**src/rtl/demo_step_ctrl_if.sv**
```systemverilog
// Board-side bundle for the demo run controller: raw board inputs in,
// debounced switches, enable pulse, mode and enable count out.
interface demo_step_ctrl_if #(
    parameter int SW_W  = 10,
    parameter int CNT_W = 16
);
    logic [SW_W-1:0]  sw_raw;
    logic [1:0]       mode_raw;
    logic             step_raw;
    logic [SW_W-1:0]  sw_db;
    logic             cpu_en;
    logic [1:0]       mode;
    logic [CNT_W-1:0] enable_count;

    modport master (
        output sw_raw, mode_raw, step_raw,
        input  sw_db, cpu_en, mode, enable_count
    );

    modport slave (
        input  sw_raw, mode_raw, step_raw,
        output sw_db, cpu_en, mode, enable_count
    );
endinterface

```
**src/rtl/demo_step_ctrl.sv**
```systemverilog
// Demo run controller: synchronises and debounces board inputs, then issues
// single-cycle cpu clock-enables in halt / run / step / fast modes.
module demo_step_ctrl #(
    parameter int CLK_HZ     = 50_000_000,
    parameter int TICK_HZ    = 10,
    parameter int SW_W       = 10,
    parameter int DEB_CYCLES = 50_000,
    parameter int CNT_W      = 16
) (
    input  logic              clk,
    input  logic              reset,
    demo_step_ctrl_if.slave   bus
);
    localparam int DIV    = CLK_HZ / TICK_HZ;
    localparam int NB     = SW_W + 3;
    localparam int DCW    = $clog2(DEB_CYCLES + 1);
    localparam int PW     = $clog2(DIV);
    localparam int SETTLE = DEB_CYCLES + 2;
    localparam int STW    = $clog2(SETTLE + 1);

    localparam logic [DCW-1:0] DEB_LAST   = DCW'(DEB_CYCLES - 1);
    localparam logic [PW-1:0]  PRESC_LAST = PW'(DIV - 1);
    localparam logic [STW-1:0] SETTLE_END = STW'(SETTLE);

    localparam logic [1:0] ST_HALT = 2'b00;
    localparam logic [1:0] ST_RUN  = 2'b01;
    localparam logic [1:0] ST_STEP = 2'b10;
    localparam logic [1:0] ST_FAST = 2'b11;

    logic [NB-1:0]    w_raw;
    logic [NB-1:0]    r_s1, r_s2;
    logic [NB-1:0]    w_db;
    logic [1:0]       w_mode;
    logic             w_step_db;
    logic [1:0]       r_mode_d1;
    logic             w_chg;
    logic [PW-1:0]    r_presc;
    logic             w_tick;
    logic [STW-1:0]   r_settle;
    logic             r_armed;
    logic             r_step_d1;
    logic             w_step_evt;
    logic             r_cpu_en;
    logic [CNT_W-1:0] r_count;

    assign w_raw = {bus.step_raw, bus.mode_raw, bus.sw_raw};

    always_ff @(posedge clk) begin
        if (reset) begin
            r_s1 <= '0;
            r_s2 <= '0;
        end else begin
            r_s1 <= w_raw;
            r_s2 <= r_s1;
        end
    end

    // Per-bit debounce: db only follows sync after DEB_CYCLES straight disagreeing cycles.
    for (genvar g = 0; g < NB; g++) begin : g_deb
        logic [DCW-1:0] r_cnt;
        logic           r_bit;
        always_ff @(posedge clk) begin
            if (reset) begin
                r_cnt <= '0;
                r_bit <= 1'b0;
            end else if (r_s2[g] == r_bit) begin
                r_cnt <= '0;
            end else if (r_cnt == DEB_LAST) begin
                r_bit <= r_s2[g];
                r_cnt <= '0;
            end else begin
                r_cnt <= r_cnt + 1'b1;
            end
        end
        assign w_db[g] = r_bit;
    end

    assign w_mode    = w_db[SW_W +: 2];
    assign w_step_db = w_db[SW_W + 2];
    assign w_chg     = (w_mode != r_mode_d1);
    assign w_tick    = (r_presc == PRESC_LAST);

    always_ff @(posedge clk) begin
        if (reset || w_chg || w_tick) r_presc <= '0;
        else                          r_presc <= r_presc + 1'b1;
    end

    // Arming waits until a button held through reset has had time to debounce high,
    // so only a genuine release can arm the step edge.
    always_ff @(posedge clk) begin
        if (reset) begin
            r_settle  <= '0;
            r_armed   <= 1'b0;
            r_step_d1 <= 1'b0;
            r_mode_d1 <= ST_HALT;
        end else begin
            if (r_settle != SETTLE_END) r_settle <= r_settle + 1'b1;
            if (r_settle == SETTLE_END && !w_step_db) r_armed <= 1'b1;
            r_step_d1 <= w_step_db;
            r_mode_d1 <= w_mode;
        end
    end

    assign w_step_evt = w_step_db & ~r_step_d1 & r_armed;

    always_ff @(posedge clk) begin
        if (reset || w_chg) begin
            r_cpu_en <= 1'b0;
        end else begin
            case (w_mode)
                ST_HALT: r_cpu_en <= 1'b0;
                ST_RUN:  r_cpu_en <= w_tick;
                ST_STEP: r_cpu_en <= w_step_evt;
                ST_FAST: r_cpu_en <= 1'b1;
                default: r_cpu_en <= 1'b0;
            endcase
        end
    end

    always_ff @(posedge clk) begin
        if (reset)                          r_count <= '0;
        else if (r_cpu_en && r_count != '1) r_count <= r_count + 1'b1;
    end

    assign bus.sw_db        = w_db[SW_W-1:0];
    assign bus.mode         = w_mode;
    assign bus.cpu_en       = r_cpu_en;
    assign bus.enable_count = r_count;
endmodule

```
**src/flat_wrapper.sv**
```systemverilog
// flat-port wrapper written by rule: the top's interface ports become plain ports
module demo_step_ctrl_flat 
#(
    parameter int CLK_HZ     = 50_000_000,
    parameter int TICK_HZ    = 10,
    parameter int SW_W       = 10,
    parameter int DEB_CYCLES = 50_000,
    parameter int CNT_W      = 16
)
  (clk, reset, bus_sw_raw, bus_mode_raw, bus_step_raw, bus_sw_db, bus_cpu_en, bus_mode, bus_enable_count);
  demo_step_ctrl_if #(.SW_W(SW_W), .CNT_W(CNT_W)) bus_i ();
  input  logic clk;
  input  logic reset;
  input wire logic [$bits(bus_i.sw_raw)-1:0] bus_sw_raw;
  input wire logic [$bits(bus_i.mode_raw)-1:0] bus_mode_raw;
  input wire logic [$bits(bus_i.step_raw)-1:0] bus_step_raw;
  output wire logic [$bits(bus_i.sw_db)-1:0] bus_sw_db;
  output wire logic [$bits(bus_i.cpu_en)-1:0] bus_cpu_en;
  output wire logic [$bits(bus_i.mode)-1:0] bus_mode;
  output wire logic [$bits(bus_i.enable_count)-1:0] bus_enable_count;
  assign bus_i.sw_raw = bus_sw_raw;
  assign bus_i.mode_raw = bus_mode_raw;
  assign bus_i.step_raw = bus_step_raw;
  assign bus_sw_db = bus_i.sw_db;
  assign bus_cpu_en = bus_i.cpu_en;
  assign bus_mode = bus_i.mode;
  assign bus_enable_count = bus_i.enable_count;
  demo_step_ctrl #(.CLK_HZ(CLK_HZ), .TICK_HZ(TICK_HZ), .SW_W(SW_W), .DEB_CYCLES(DEB_CYCLES), .CNT_W(CNT_W)) u_core (.clk(clk), .reset(reset), .bus(bus_i));
endmodule
```
**config.mk**
```make
export PLATFORM = sky130hd
export DESIGN_NAME = demo_step_ctrl_flat
export DESIGN_NICKNAME = d
export VERILOG_FILES = /design/src/rtl/demo_step_ctrl_if.sv /design/src/rtl/demo_step_ctrl.sv /design/src/flat_wrapper.sv
export SDC_FILE = /design/constraint.sdc
export NUM_CORES = 1
export LEC_CHECK = 0
export ABC_AREA = 1
export CORE_MARGIN = 3
export CORE_UTILIZATION = 35
export DETAILED_ROUTE_END_ITERATION = 10
export HOLD_SLACK_MARGIN = 0.06
export PLACE_DENSITY = 0.56
export SLEW_MARGIN = 10
export SYNTH_ARGS = -nofsm -noshare
export SYNTH_HDL_FRONTEND = slang
export SYNTH_SLANG_ARGS = --single-unit
```
**constraint.sdc**
```tcl
create_clock -name clk -period 1.7 [get_ports clk]
set_clock_uncertainty 0.15 [all_clocks]
set_input_delay 0.17 -clock clk [delete_from_list [all_inputs] [get_ports clk]]
set_output_delay 0.17 -clock clk [all_outputs]
set_load 0.05 [all_outputs]
```
==> impl_metrics.py <==
metrics = {
    "outcome": {
        "outcome": "complete, no violations",
    },
    "critical_path": {
        "critical_path.max_fanout": 8,
        "arrival_ns": 1.92,
        "required_ns": 1.98,
        "crit_type": "input port to flip-flop",
        "startpoint_type": "input port",
        "r2r_end": "u_core.g_deb[1].r_cnt[11]",
        "r2r-start": "u_core.g_deb[1].r_cnt[0]",
        "crit_path_end_kind": "flip-flop",
        "reg2reg_slack_ns": 0.09,
        "reg2reg_depth": 7,
    },
    "sta": {
        "fin_crit_ns": 1.64,
        "setup_violations": 0,
        "maxSlewHeadroom": 0.625,
        "max_freq_ghz": 0.611,
        "hold_violations": 0,
        "timing.hold.ws_ns": 0.248,
        "rsz0062_at_grt": "true",
        "drv_slew": 0,
        "worst_pin_slew_ns": 0.560,
        "tns_ns": 0,
        "timing.final.crit_share": 0.962,
    },
    "cells_and_area": {
        "final_cells": 2685,
        "area_delta_synth_final_pct": 20.5,
        "final_cell_mix": "nor2_1 (370), nand2_1 (359), dfxtp_1 (292)",
        "drive_above_1_share": 0.121,
        "final_nets": 2166,
        "design_area_mm2": 0.0175,
        "antenna_cells": 0,
        "layout_commonest_cell": "nor2_1",
    },
    "place": {
        "dp.cells": 2591,
        "place.detailed.hpwl_mm": 22.2,
        "gp_congestion": 0.841,
        "placed_cell_area_mm2": 0.0156,
        "portBuffers": 43,
    },
    "yosys": {
        "yosysUniqueCellTypes": 38,
        "synth_top_area_frac": 0.423,
        "seq_area_frac_synth": 0.423,
        "yosysTopAreaCell": "dfxtp_1",
        "syn_inst": 2020,
        "avgSynthCellArea_um2": 7.19,
        "netlist_area_mm2": 0.0145,
        "ys_warn_count": 0,
        "synth-seq-cells": 307,
        "synth_nets": 2052,
        "synthTopCellsByArea": "dfxtp_1 (42%), nor2_1 (9.9%), nand2_1 (9.3%), inv_1 (6.5%), nand3_1 (5.0%)",
    },
    "routing": {
        "drt_iter0_drc": 600,
        "antenna_left": 0,
        "dr.pass1.iters": 5,
        "drc": 0,
        "via_per_inst": 4.71,
        "vias": 12600,
        "wl_mm": 31.2,
        "routedWlPerCell_um": 11.6,
    },
    "floorplanning": {
        "num_rows": 73,
        "die_area_mm2": 0.0440,
        "start_util": 0.360,
        "io-pin-count": 44,
        "die_w_um": 210,
        "core_area_mm2": 0.0404,
        "die_height_um": 210,
    },
    "pwr": {
        "power_density_mw_per_mm2": 906,
        "worst_ir_drop_vdd_v": 0.000476,
        "finalPower_mw": 15.8,
        "total_leakage_power_nw": 5.89,
    },
    "global_routing": {
        "grt_max_degree": 33,
        "antenna_found_initial": 0,
        "grt.overflow.total": 0,
        "grt_usage": 0.138,
        "grt_pass1_vias": 11900,
        "grt_pass1_wl_mm": 53.2,
    },
    "clock_network": {
        "clkSlewWorstSetupHoldPaths_ns": 0.05,
        "cts_tree": "yes",
        "cts_buffer_depth": 3,
        "clock-sinks": 307,
        "cts_made_buffers": 37,
        "cts_max_level": 2,
        "clkLatencyLatePin_ns": 0.52,
        "cts_root_buf": "clkbuf_16",
    },
    "hold_path": {
        "hp-class": "flip-flop to flip-flop",
        "worstHoldStart": "u_core.r_s1[10]",
        "min_to": "u_core.r_s2[10]",
        "holdPathStages": 2,
    },
    "run": {
        "drv_cap": 0,
    },
}
Yosys cell counts:
cell type and n:
nor2_1 382, nand2_1 360, dfxtp_1 307, inv_1 251, nand3_1 144, a21oi_1 103, nor3_1 101, xor2_1 79
nand4_1 72, xnor2_1 30, o21ai_0 27, nand2_2 20, ha_1 17, buf_4 16, a31oi_1 12, buf_6 12
nor2_2 12, nor3_2 12, nand3b_1 9, nand3_2 8, nor2_4 8, inv_2 5, buf_2 4, a21oi_2 3
buf_1 3, clkbuf_1 3, nor3_4 3, o21ai_1 3, or2_0 3, nand4_2 2, or2_2 2, clkinv_2 1
nand2_4 1, nand3b_2 1, nor3b_1 1, o21a_1 1, o21bai_1 1, o31ai_1 1
kinds of logic (layout without fill, tap and decap cells):
| group | Yosys count | after routing | share of synthesized area |
|---|---|---|---|
| buffers and inverters | 295 | 428 | 0.0870 |
| XOR/XNOR | 109 | 109 | 0.0657 |
| AND/OR/NAND/NOR | 1141 | 1148 | 0.355 |
| AO/OA/AOI/OAI | 151 | 151 | 0.0544 |
| flip-flops | 307 | 307 | 0.423 |
| adder cells (fa/ha/maj) | 17 | 17 | 0.0146 |
final cells by class:
cell class              instances  area (um^2)
clock buffers                  46         1030
multi-input cells            1425         7460
clock inverters                19          260
well taps                     525          657
repair buffers                106          948
inverters                     257          966
flip-flops and latches        307         6170
fillers                      4132        22900
through the flow:
stage                      util  setup WS, ns
final                     0.433        0.0639
after global routing      0.433       -0.0435
after CTS                 0.424       0.00352
after detailed placement  0.387        0.0255
after global placement    0.387        0.0580
after floorplan               -        0.0217
metal layers:
layer  GRT usage  up-vias  part of all wire
met2       0.231      150              0.46
met3      0.0230       46             0.033
met5           0        -                 0
met4      0.0344        0             0.019
met1       0.186     5732              0.49
li1            -     6718                 -
timing repair:
| action | CTS | global route |
|---|---|---|
| hold endpoints to repair | 29 | 0 |
| buffers inserted | 0 | 3 |
| resized for setup | 0 | 65 |
| endpoints found under the setup margin | 0 | 223 |
| hold buffers | 19 | 0 |
worst max-delay path, cell delays in order:
cell and delay [ns]:
dlygate4sd3_1 0.53, buf_2 0.21, buf_4 0.21, nor2_1 0.46, nand2_8 0.13, nor3b_1 0.20
power breakdown:
part,switching [mW],internal [mW],total [mW]
logic,0.168,0.133,0.302
clock network,3.06,5.21,8.27
registers,0.0328,7.24,7.28
total,3.26,12.6,15.8
registers in the layout, summed over array words and instances (netlist names):
register                 count
u_core.r_s1                 13
u_core.r_step_d1             1
u_core.r_presc              23
u_core.bus.enable_count     16
u_core.r_mode_d1             2
u_core.g_deb.r_bit          13
u_core.r_settle             16
u_core.r_s2                 13
u_core.g_deb.r_cnt         208
u_core.bus.cpu_en            1
u_core.r_armed               1
worst max path at each step:
stage	startpoint	endpoint	slack (ns)	depth (start not counted)
after floorplan	u_core.bus.enable_count[13]	u_core.bus.enable_count[15]	0.02	6
after global placement	u_core.g_deb[1].r_cnt[0]	u_core.g_deb[1].r_cnt[11]	0.06	6
after detailed placement	u_core.r_presc[0]	u_core.r_presc[12]	0.03	7
after CTS	u_core.g_deb[3].r_cnt[0]	u_core.g_deb[3].r_cnt[9]	0.004	8
after global routing	u_core.g_deb[3].r_cnt[9]	u_core.g_deb[3].r_cnt[11]	-0.04	7
final	reset	u_core.g_deb[5].r_cnt[2]	0.06	6
Power figures use the tool's default switching activity.
